`config.mk`:
```
export PLATFORM = sky130hd
export DESIGN_NAME = gg_mb_sequencer
export DESIGN_NICKNAME = d
export VERILOG_FILES = /design/src/rtl/gg_seq_pkg.sv /design/src/rtl/gg_seq_tag_fifo.sv /design/src/rtl/gg_mb_sequencer.sv
export SDC_FILE = /design/constraint.sdc
export NUM_CORES = 1
export LEC_CHECK = 0
export CORE_AREA = 2 2 112 114
export CTS_CLUSTER_SIZE = 12
export DETAILED_ROUTE_END_ITERATION = 8
export DIE_AREA = 0 0 114 116
export SYNTH_ARGS = -nofsm -noshare
export SYNTH_HDL_FRONTEND = slang
export SYNTH_SLANG_ARGS = --single-unit
```
`constraint.sdc`:
```
create_clock -name clk -period 5.1 [get_ports clk]
set_clock_uncertainty 0.05 [all_clocks]
set_input_delay 1.02 -clock clk [delete_from_list [all_inputs] [get_ports clk]]
set_output_delay 1.02 -clock clk [all_outputs]
set_load 0.03 [all_outputs]
```
`src/rtl/gg_seq_pkg.sv`:
```
// Shared types and constants for the macroblock sequencer.
package gg_seq_pkg;

    localparam logic [2:0] CIDX_LUMA   = 3'd0;
    localparam logic [2:0] CIDX_ACLUMA = 3'd1;
    localparam logic [2:0] CIDX_CB     = 3'd2;
    localparam logic [2:0] CIDX_CR     = 3'd3;
    localparam logic [2:0] CIDX_DCCB   = 3'd4;
    localparam logic [2:0] CIDX_DCCR   = 3'd5;
    localparam logic [2:0] CIDX_DCY    = 3'd6;

    localparam int SEQ_LEN_I16 = 27;
    localparam int SEQ_LEN_I4  = 26;

    typedef enum logic [1:0] {
        ST_IDLE  = 2'd0,
        ST_ISSUE = 2'd1,
        ST_DRAIN = 2'd2,
        ST_DONE  = 2'd3
    } seq_state_t;

    typedef struct packed {
        logic [2:0] cidx;
        logic [3:0] bidx;
    } blk_tag_t;

    // Block at position idx of the H.264 MB order. The I16 order is the
    // 4x4 order shifted by one slot to make room for the leading DC-Y block.
    function automatic blk_tag_t seq_entry(input logic i16, input logic [4:0] idx);
        blk_tag_t   t;
        logic [4:0] pos;
        t.cidx = CIDX_LUMA;
        t.bidx = 4'd0;
        pos    = i16 ? (idx - 5'd1) : idx;
        if (i16 && (idx == 5'd0)) begin
            t.cidx = CIDX_DCY;
        end else if (pos < 5'd16) begin
            t.cidx = i16 ? CIDX_ACLUMA : CIDX_LUMA;
            t.bidx = pos[3:0];
        end else if (pos == 5'd16) begin
            t.cidx = CIDX_DCCB;
        end else if (pos == 5'd17) begin
            t.cidx = CIDX_DCCR;
        end else if (pos < 5'd22) begin
            t.cidx = CIDX_CB;
            t.bidx = 4'(pos - 5'd18);
        end else begin
            t.cidx = CIDX_CR;
            t.bidx = 4'(pos - 5'd22);
        end
        return t;
    endfunction

endpackage

```
`src/rtl/gg_seq_tag_fifo.sv`:
```
// Tag FIFO: remembers which block each in-flight result belongs to.
// Overflow is prevented upstream by the pending-count ceiling.
module gg_seq_tag_fifo
    import gg_seq_pkg::*;
#(
    parameter int DEPTH = 8
) (
    input  logic     clk,
    input  logic     reset_n,
    input  logic     push,
    input  logic     pop,
    input  blk_tag_t wr_tag,
    output blk_tag_t rd_tag
);

    localparam int AW = (DEPTH > 1) ? $clog2(DEPTH) : 1;

    blk_tag_t        mem [DEPTH];
    logic [AW-1:0]   wr_ptr;
    logic [AW-1:0]   rd_ptr;

    function automatic logic [AW-1:0] ptr_inc(input logic [AW-1:0] p);
        return (p == AW'(DEPTH - 1)) ? '0 : p + AW'(1);
    endfunction

    // Pointer advance on push/pop.
    always_ff @(posedge clk or negedge reset_n) begin
        if (!reset_n) begin
            wr_ptr <= '0;
            rd_ptr <= '0;
        end else begin
            if (push) wr_ptr <= ptr_inc(wr_ptr);
            if (pop)  rd_ptr <= ptr_inc(rd_ptr);
        end
    end

    // Tag storage, no reset needed: entries are only read after being written.
    always_ff @(posedge clk) begin
        if (push) mem[wr_ptr] <= wr_tag;
    end

    assign rd_tag = mem[rd_ptr];

endmodule

```
`src/rtl/gg_mb_sequencer.sv`:
```
// Macroblock sequencer: issues the per-MB block order to the 4x4 datapath and
// folds the returning per-block results into MB bits, CBP and overflow.
//
//   state    | meaning
//   ---------+--------------------------------------------------------
//   ST_IDLE  | mb_ready high, waiting for an MB command
//   ST_ISSUE | presenting sequence entries, one per blk handshake
//   ST_DRAIN | all blocks issued, waiting for outstanding results
//   ST_DONE  | one-cycle mb_done pulse, accumulators valid
module gg_mb_sequencer
    import gg_seq_pkg::*;
#(
    parameter int LATENCY   = 2,
    parameter int ISSUE_GAP = 1,
    parameter int MAX_PEND  = 8
) (
    input  logic        clk,
    input  logic        reset_n,
    input  logic        mb_valid,
    output logic        mb_ready,
    input  logic        mb_i16,
    input  logic [7:0]  mb_x,
    input  logic [7:0]  mb_y,
    output logic        blk_valid,
    input  logic        blk_ready,
    output logic [2:0]  blk_cidx,
    output logic [3:0]  blk_bidx,
    output logic        abv_out_of_pic,
    output logic        left_out_of_pic,
    input  logic        res_valid,
    input  logic [8:0]  res_bitcount,
    input  logic [4:0]  res_num_coeff,
    input  logic [6:0]  res_overflow,
    output logic        mb_done,
    output logic [13:0] mb_bits,
    output logic [5:0]  mb_cbp,
    output logic [6:0]  mb_overflow,
    output logic        err_unexpected
);

    localparam int PW = $clog2(MAX_PEND + 1);
    localparam int GW = (ISSUE_GAP > 1) ? $clog2(ISSUE_GAP) : 1;

    if ((LATENCY < 1) || (LATENCY > 8) || (ISSUE_GAP < 1) ||
        (MAX_PEND < ((LATENCY + ISSUE_GAP - 1) / ISSUE_GAP) + 1)) begin : g_param_check
        $error("gg_mb_sequencer: illegal LATENCY/ISSUE_GAP/MAX_PEND combination");
    end

    seq_state_t     state, state_nxt;
    logic [4:0]     seq_idx;
    logic           i16_q;
    logic [GW-1:0]  gap_cnt;
    logic [PW-1:0]  pend_cnt, pend_nxt;
    logic [3:0]     luma_nz;
    logic           chroma_ac, chroma_dc;
    blk_tag_t       cur_tag, res_tag;
    logic [4:0]     seq_last;
    logic           issue, accept, res_hit, res_stray;
    logic [14:0]    bits_sum;

    assign cur_tag   = seq_entry(i16_q, seq_idx);
    assign seq_last  = i16_q ? 5'(SEQ_LEN_I16 - 1) : 5'(SEQ_LEN_I4 - 1);
    assign issue     = blk_valid && blk_ready;
    assign accept    = mb_valid && mb_ready;
    assign res_hit   = res_valid && (pend_cnt != '0);
    assign res_stray = res_valid && (pend_cnt == '0);
    assign bits_sum  = {1'b0, mb_bits} + 15'(res_bitcount);
    assign mb_cbp    = {(chroma_ac ? 2'd2 : (chroma_dc ? 2'd1 : 2'd0)), luma_nz};

    // Outstanding-result count after this cycle's issue/result.
    always_comb begin
        pend_nxt = pend_cnt;
        if (issue && !res_hit)      pend_nxt = pend_cnt + PW'(1);
        else if (!issue && res_hit) pend_nxt = pend_cnt - PW'(1);
    end

    // Next-state and handshake outputs.
    always_comb begin
        state_nxt = state;
        mb_ready  = 1'b0;
        mb_done   = 1'b0;
        blk_valid = 1'b0;
        blk_cidx  = 3'd0;
        blk_bidx  = 4'd0;
        unique case (state)
            ST_IDLE: begin
                mb_ready = 1'b1;
                if (mb_valid) state_nxt = ST_ISSUE;
            end
            ST_ISSUE: begin
                blk_valid = (gap_cnt == '0) && (pend_cnt != PW'(MAX_PEND));
                blk_cidx  = cur_tag.cidx;
                blk_bidx  = cur_tag.bidx;
                if (issue && (seq_idx == seq_last)) state_nxt = ST_DRAIN;
            end
            ST_DRAIN: begin
                if (pend_nxt == '0) state_nxt = ST_DONE;
            end
            ST_DONE: begin
                mb_done   = 1'b1;
                state_nxt = ST_IDLE;
            end
            default: state_nxt = ST_IDLE;
        endcase
    end

    // State register.
    always_ff @(posedge clk or negedge reset_n) begin
        if (!reset_n) state <= ST_IDLE;
        else          state <= state_nxt;
    end

    // Sequence position, counters, MB latches and result accumulation.
    always_ff @(posedge clk or negedge reset_n) begin
        if (!reset_n) begin
            seq_idx         <= 5'd0;
            i16_q           <= 1'b0;
            gap_cnt         <= '0;
            pend_cnt        <= '0;
            abv_out_of_pic  <= 1'b0;
            left_out_of_pic <= 1'b0;
            mb_bits         <= 14'd0;
            luma_nz         <= 4'd0;
            chroma_ac       <= 1'b0;
            chroma_dc       <= 1'b0;
            mb_overflow     <= 7'd0;
            err_unexpected  <= 1'b0;
        end else begin
            pend_cnt <= pend_nxt;

            if (issue)                gap_cnt <= GW'(ISSUE_GAP - 1);
            else if (gap_cnt != '0)   gap_cnt <= gap_cnt - GW'(1);

            if (accept) begin
                i16_q           <= mb_i16;
                abv_out_of_pic  <= (mb_y == 8'd0);
                left_out_of_pic <= (mb_x == 8'd0);
                seq_idx         <= 5'd0;
                mb_bits         <= 14'd0;
                luma_nz         <= 4'd0;
                chroma_ac       <= 1'b0;
                chroma_dc       <= 1'b0;
                mb_overflow     <= 7'd0;
                err_unexpected  <= 1'b0;
            end else if (issue && (seq_idx != seq_last)) begin
                seq_idx <= seq_idx + 5'd1;
            end

            // A stray strobe in the accept cycle still counts as an error.
            if (res_stray) err_unexpected <= 1'b1;

            if (res_hit) begin
                mb_bits     <= bits_sum[14] ? 14'h3FFF : bits_sum[13:0];
                mb_overflow <= mb_overflow | res_overflow;
                if (res_num_coeff != 5'd0) begin
                    case (res_tag.cidx)
                        CIDX_LUMA:            luma_nz[2'(res_tag.bidx >> 2)] <= 1'b1;
                        CIDX_ACLUMA:          luma_nz   <= 4'hF;
                        CIDX_CB, CIDX_CR:     chroma_ac <= 1'b1;
                        CIDX_DCCB, CIDX_DCCR: chroma_dc <= 1'b1;
                        default:              ;
                    endcase
                end
            end
        end
    end

    gg_seq_tag_fifo #(
        .DEPTH (MAX_PEND)
    ) u_tag_fifo (
        .clk     (clk),
        .reset_n (reset_n),
        .push    (issue),
        .pop     (res_hit),
        .wr_tag  (cur_tag),
        .rd_tag  (res_tag)
    );

endmodule
```
==> results of run 1 <==
[state kept, by name, indices dropped and copies added, names as in the netlist]
register	flops
abv_out_of_pic	1
chroma_dc	1
mb_overflow	7
state	2
luma_nz	4
mb_bits	14
u_tag_fifo.rd_ptr	3
u_tag_fifo.mem	40
seq_idx	5
i16_q	1
chroma_ac	1
left_out_of_pic	1
err_unexpected	1
u_tag_fifo.wr_ptr	3
pend_cnt	4
[worst min-delay path: cells and delay by family, from the launching register on]
family / cells / cell delay [ns]
and+or+nand+nor: 2 / 0.10
DFF: 1 / 0.35
[area by class of cell]
cell class,instances,area (um2),area share (%)
multi-input cells,310,2180,36.4
clock inverters,7,61.3,1.03
flip-flops and latches,88,2400,40.2
repair buffers,87,856,14.3
clock buffers,9,225,3.77
inverters,20,75.1,1.26
well taps,147,184,3.08
[cells in the mapped netlist (all sizes together), types with 3 or more instances]
master,n
a211oi,3
o22ai,3
and3,6
ha,21
dfrtp,48
a311oi,3
inv,20
nor2b,7
nor2,26
xor2,7
nor3,16
o211ai,3
nand3b,5
xnor2,7
nand3,10
a31oi,11
buf,6
mux4,10
a21oi,34
o21a,3
nand2b,3
mux2i,5
mux2,3
o21ai,19
nand2,45
clkbuf,14
a22o,6
a21o,6
and2,8
nor4,8
edfxtp,40
[worst paths after layout]
kind,from,endpoint,slack (ns),cells after the start
worst max-delay path,seq_idx[0],blk_bidx[2],0.31,10
worst min-delay path,left_out_of_pic,left_out_of_pic,0.43,2
worst max register to register,seq_idx[0],u_tag_fifo.mem[6][3],2.17,10
worst min register to register,left_out_of_pic,left_out_of_pic,0.43,2
max in group asynchronous,reset_n,seq_idx[0],3.82,2
min in group asynchronous,reset_n,mb_overflow[3],0.72,2
[through the flow]
| stage | area (um2) | worst slack (ns) |
|---|---|---|
| 2_1_floorplan | 4730 | 1.12 |
| 3_3_place_gp | 5680 | 0.548 |
| 3_5_place_dp | 5680 | 0.474 |
| 4_1_cts | 5970 | 0.0777 |
| 5_1_grt | 5980 | 0.0620 |
| 6_report | 5980 | 0.311 |
[power breakdown]
group	total [mW]	internal (mW)	switching (mW)
sequential	1.20	0.982	0.221
clock	0.646	0.341	0.306
combinational	1.84	0.812	1.03
total	3.69	2.13	1.56
[cells by family after synthesis]
family / synth area share, %
AOI/OAI and AO/OA: 15.0
xor gates and xnor gates: 2.59
adders and majority gates: 6.40
buffers and inverters: 3.36
DFF: 50.8
muxes: 6.53
and+or+nand+nor: 15.4
[routing by layer]
layer	routed length (um)	global-route usage [%]	share of wire [%]	vias to the layer above
met4	228	8.46	2.0	0
met5	0	0	0	-
met2	5180	28.4	46	118
met1	5310	24.3	47	1737
li1	-	-	-	1788
met3	572	3.92	5.1	18
[what timing repair did]
| item | CTS | global route |
|---|---|---|
| hold buffers | 0 | 0 |
| resized for setup | 0 | 3 |
| endpoints found under the setup margin | 0 | 2 |
==> results.sh, run 1 <==
export IMPL_final_nets=582
export IMPL_end_kind="output pin"
export IMPL_netlist_area_um2=4730
export IMPL_grt_util_all_layers_pct=18.1
export IMPL_slew_viol_final=0
export IMPL_grt_pass1_wl_um=18400
export IMPL_antenna_found_initial=0
export IMPL_synth_top_area_cell="dfrtp_1"
export IMPL_setup_viol=0
export IMPL_path_common_cell="o21ai_0"
export IMPL_dieArea_um2=13200
export IMPL_fp_dieW_um=114
export IMPL_crit_slowest_cell="clkdlybuf4s50_1"
export IMPL_cts_sinks=88
export IMPL_cts_root_buf="clkbuf_16"
export IMPL_rows=40
export IMPL_arrival_ns=3.72
export IMPL_period_share_pct=93.9
export IMPL_avgViaCountPerCell=5.48
export IMPL_via_count=3661
export IMPL_dp_cells=652
export IMPL_core_area_um2=11900
export IMPL_post_route_util_pct=50.2
export IMPL_drive_gt1_share_pct=8.45
export IMPL_p_total_mw=3.69
export IMPL_synth_cells=438
export IMPL_clockBufferDepth=2
export IMPL_cap_violations=0
export IMPL_hp_class="reg2reg"
export IMPL_ys_types=58
export IMPL_syn_to_final_growth_pct=26.4
export IMPL_die_height_um=116
export IMPL_drtPass1Iterations=4
export IMPL_startpoint_type="register"
export IMPL_mostFrequentLayoutCell="clkdlybuf4s50_1"
export IMPL_power_per_cell_area_nw_per_um2=618
export IMPL_fin_hold_ws_ns=0.431
export IMPL_ys_seq_area_share_pct=50.8
export IMPL_ys_flop_type="dfrtp_1"
export IMPL_path_max_fanout=9
export IMPL_cts_htree_levels=3
export IMPL_n_fill_cell=1105
export IMPL_clk_pin_slew_ns=0.07
export IMPL_post_route_min_period_ns=4.79
export IMPL_worst_path_dominant_cell_family="adder cells"
export IMPL_max_slew_margin_pct=33.7
export IMPL_max_stage_delay_ns=0.66
export IMPL_overflow=0
export IMPL_place_gp_congestion=0.854
export IMPL_post_cts_buffers=0
export IMPL_rsz0062_at_grt="false"
export IMPL_route_detailed_drc=0
export IMPL_numPortBuffers=82
export IMPL_ir_drop_mv=0.285
export IMPL_cp_cell_sequence="inv_1 > ha_1 > mux2_2 > o21ai_0 > o21ai_0 > fa_1 > nor2b_1 > o31a_1 > and2_1 > clkdlybuf4s50_1"
export IMPL_cp_data_required_time_ns=4.03
export IMPL_synth_top_area_share_pct=25.4
export IMPL_cts_made_buffers=9
export IMPL_routedWlPerCell_um=16.9
export IMPL_grt_max_degree=49
export IMPL_dp_hpwl_um=8050
export IMPL_initial_utilization_pct=39.7
export IMPL_final_cell_mix="clkdlybuf4s50_1, dfrtp_1, nand2_1, edfxtp_1, a21oi_1"
export IMPL_fin_setup_tns_ns=0
export IMPL_report_final_hold_viol_count=0
export IMPL_ios=83
export IMPL_synth_net_count=504
export IMPL_synth_edf_count=40
export IMPL_fin_cells=668
export IMPL_drt_wl_total_um=11300
export IMPL_p_leak_nw=2.37
export IMPL_antennaDiodeCount=0
export IMPL_crit_type="reg2out"
export IMPL_crit_buf_inv=2
export IMPL_yosys_warnings=0
export IMPL_status="finished, final reports clean"
export IMPL_drtIter0Drc=158
export IMPL_avgSynthCellArea_um2=10.8
export IMPL_synth_area_leaders="dfrtp_1, edfxtp_1, ha_1"
export IMPL_synth_seq_cells=88
export IMPL_insertion_delay_ns=0.35
export IMPL_final_antenna_net_count=0
export IMPL_cts_tree="built"
export IMPL_async_flop_share_pct=54.5
export IMPL_tightest_slew_ns=0.986
export IMPL_fmax_ghz=0.209
export IMPL_grt_pass1_vias=3582
Note: power is estimated with default switching activity, not from simulation.
==> run 2: changes to the inputs <==
- CAP_MARGIN: not set -> 20
- CELL_PAD_IN_SITES_DETAIL_PLACEMENT: not set -> 1
- CELL_PAD_IN_SITES_GLOBAL_PLACEMENT: not set -> 2
- CORE_AREA: 2 2 112 114 -> 2 2 117 119
- DIE_AREA: 0 0 114 116 -> 0 0 119 121
- PLACE_DENSITY_LB_ADDON: not set -> 0.1
==> results.sh, run 2 (same netlist as run 1, synthesis figures left out) <==
export IMPL_path_max_fanout=9
export IMPL_fp_dieW_um=119
export IMPL_via_count=3695
export IMPL_initial_utilization_pct=36.2
export IMPL_grt_pass1_vias=3948
export IMPL_route_detailed_drc=0
export IMPL_worst_path_dominant_cell_family="adder cells"
export IMPL_regMostFlops="u_tag_fifo.mem"
export IMPL_n_fill_cell=1419
export IMPL_final_cell_mix="clkdlybuf4s50_1, dfrtp_1, nand2_1, edfxtp_1, a21oi_1"
export IMPL_ir_drop_mv=0.217
export IMPL_clkPwrFrac_pct=17.1
export IMPL_final_nets=584
export IMPL_cp_cell_sequence="inv_1 > ha_1 > mux2_2 > o21ai_0 > o21ai_0 > fa_1 > nand3b_1 > o22a_1 > o22ai_1 > and2_1 > clkdlybuf4s50_1"
export IMPL_p_seq_share_pct=32.5
export IMPL_grt_max_degree=49
export IMPL_multi_input_area_um2=2170
export IMPL_fmax_ghz=0.208
export IMPL_final_cell_area_um2=6020
export IMPL_startpoint_type="register"
export IMPL_cap_violations=0
export IMPL_largest_reg_flops=40
export IMPL_drtPass1Iterations=5
export IMPL_status="finished, final reports clean"
export IMPL_final_antenna_net_count=0
export IMPL_p_leak_nw=2.36
export IMPL_dp_hpwl_um=8990
export IMPL_slew_viol_final=0
export IMPL_power_per_cell_area_nw_per_um2=618
export IMPL_clk_pin_slew_ns=0.07
export IMPL_report_final_hold_viol_count=0
export IMPL_swShare_pct=42.5
export IMPL_rr_worst_depth=8
export IMPL_cts_hold_buf=0
export IMPL_cts_tree="built"
export IMPL_ios=83
export IMPL_holdPathStages=2
export IMPL_end_kind="output pin"
export IMPL_holdPathEnd="abv_out_of_pic"
export IMPL_setup_viol=0
export IMPL_syn_to_final_growth_pct=27.2
export IMPL_seqCellArea_um2=2400
export IMPL_path_common_cell="o21ai_0"
export IMPL_drtIter0Drc=153
export IMPL_antenna_found_initial=0
export IMPL_post_route_min_period_ns=4.82
export IMPL_crit_type="reg2out"
export IMPL_drive_gt1_share_pct=8.41
export IMPL_grt_pass1_wl_um=20500
export IMPL_worst_r2r_startpoint="seq_idx[2]"
export IMPL_crit_slowest_cell="clkdlybuf4s50_1"
export IMPL_rsz0062_at_grt="false"
export IMPL_dieArea_um2=14400
export IMPL_routedWlPerCell_um=17.6
export IMPL_cp_data_required_time_ns=4.03
export IMPL_postPlaceCellArea_um2=5730
export IMPL_die_height_um=121
export IMPL_period_share_pct=94.5
export IMPL_place_gp_congestion=0.846
export IMPL_internal_power_mw=2.14
export IMPL_max_slew_margin_pct=36.3
export IMPL_tightest_slew_ns=0.947
export IMPL_rows=42
export IMPL_cp_num_cells=11
export IMPL_arrival_ns=3.75
export IMPL_max_stage_delay_ns=0.67
export IMPL_overflow=0
export IMPL_fin_setup_tns_ns=0
export IMPL_switchingPower_mw=1.58
export IMPL_mostFrequentLayoutCell="clkdlybuf4s50_1"
export IMPL_cts_root_buf="clkbuf_16"
export IMPL_drt_wl_total_um=12300
export IMPL_hp_class="reg2reg"
export IMPL_cts_htree_levels=3
export IMPL_combPwrFrac_pct=50.3
export IMPL_clockBufferDepth=2
export IMPL_antennaDiodeCount=0
export IMPL_avgViaCountPerCell=5.29
export IMPL_grt_util_all_layers_pct=18.2
export IMPL_worstReg2RegEnd="u_tag_fifo.mem[0][2]"
export IMPL_r2r_slack_ns=2.06
export IMPL_numPortBuffers=82
export IMPL_cts_sinks=88
export IMPL_insertion_delay_ns=0.35
export IMPL_worstHoldStart="abv_out_of_pic"
export IMPL_reg_largest_list="u_tag_fifo.mem: 40 flops, mb_bits: 14 flops, mb_overflow: 7 flops"
export IMPL_crit_buf_inv=2
export IMPL_core_area_um2=13100
export IMPL_cts_made_buffers=9
## run 2: power by group through the flow
stage               logic [mW]  registers, mW  clock network (mW)
floorplan                 1.18           1.30                   0
global placement          1.83           1.22                   0
detailed placement        1.88           1.23                   0
CTS                       1.89           1.22               0.653
global route              2.08           1.25               0.675
finish                    1.87           1.21               0.637
## run 2: what timing repair did
action / 4_1_cts / 5_1_grt
gates resized for setup: 0 / 1
buffers inserted: 0 / 1
setup endpoints to repair: 0 / 2
## run 2: final cells by class
type	count	share of cell area, %
Multi-Input combinational cell	310	36.1
Clock buffer	10	3.81
Clock inverter	6	0.853
Tap cell	176	3.66
Inverter	20	1.25
Timing Repair Buffer	89	14.4
Sequential cell	88	39.9
## run 2: stage by stage
stage / instances / power [mW] / util, % / worst slack, ns / hold slack (ns)
floorplan: 438 / 2.48 / - / 1.12 / 0.415
global placement: 682 / 3.05 / 43.8 / 0.643 / 0.412
detailed placement: 682 / 3.11 / 43.8 / 0.538 / 0.417
CTS: 698 / 3.76 / 45.9 / 0.143 / 0.436
global route: 699 / 4.00 / 46.0 / 0.0651 / 0.469
finish: 699 / 3.72 / 46.0 / 0.282 / 0.429
## run 2: worst max path at each step
stage                     from          end  slack [ns]
finish              seq_idx[0]  blk_bidx[3]        0.28
global route        seq_idx[1]  blk_bidx[3]        0.07
CTS                 seq_idx[0]  blk_bidx[2]        0.14
detailed placement  seq_idx[0]  blk_bidx[2]        0.54
global placement    seq_idx[0]  blk_bidx[3]        0.64
floorplan           seq_idx[0]  blk_bidx[3]        1.12
## run 2: worst register-to-register path: stages, from the launching register on
cell     delay (ns)
dfrtp_1        0.54
nor4b_1        0.43
xnor2_1        0.34
o21ai_0        0.23
o21ai_0        0.18
fa_1           0.45
nor2b_1        0.14
o31a_1         0.29
buf_4          0.16
## run 2: per-layer routing
layer / vias up / routed length [um] / GRT usage [%]
li1: 1796 / - / -
met1: 1812 / 5820 / 24.1
met2: 77 / 5870 / 30.2
met3: 10 / 436 / 3.20
met4: 0 / 178 / 6.47
met5: - / 0 / 0
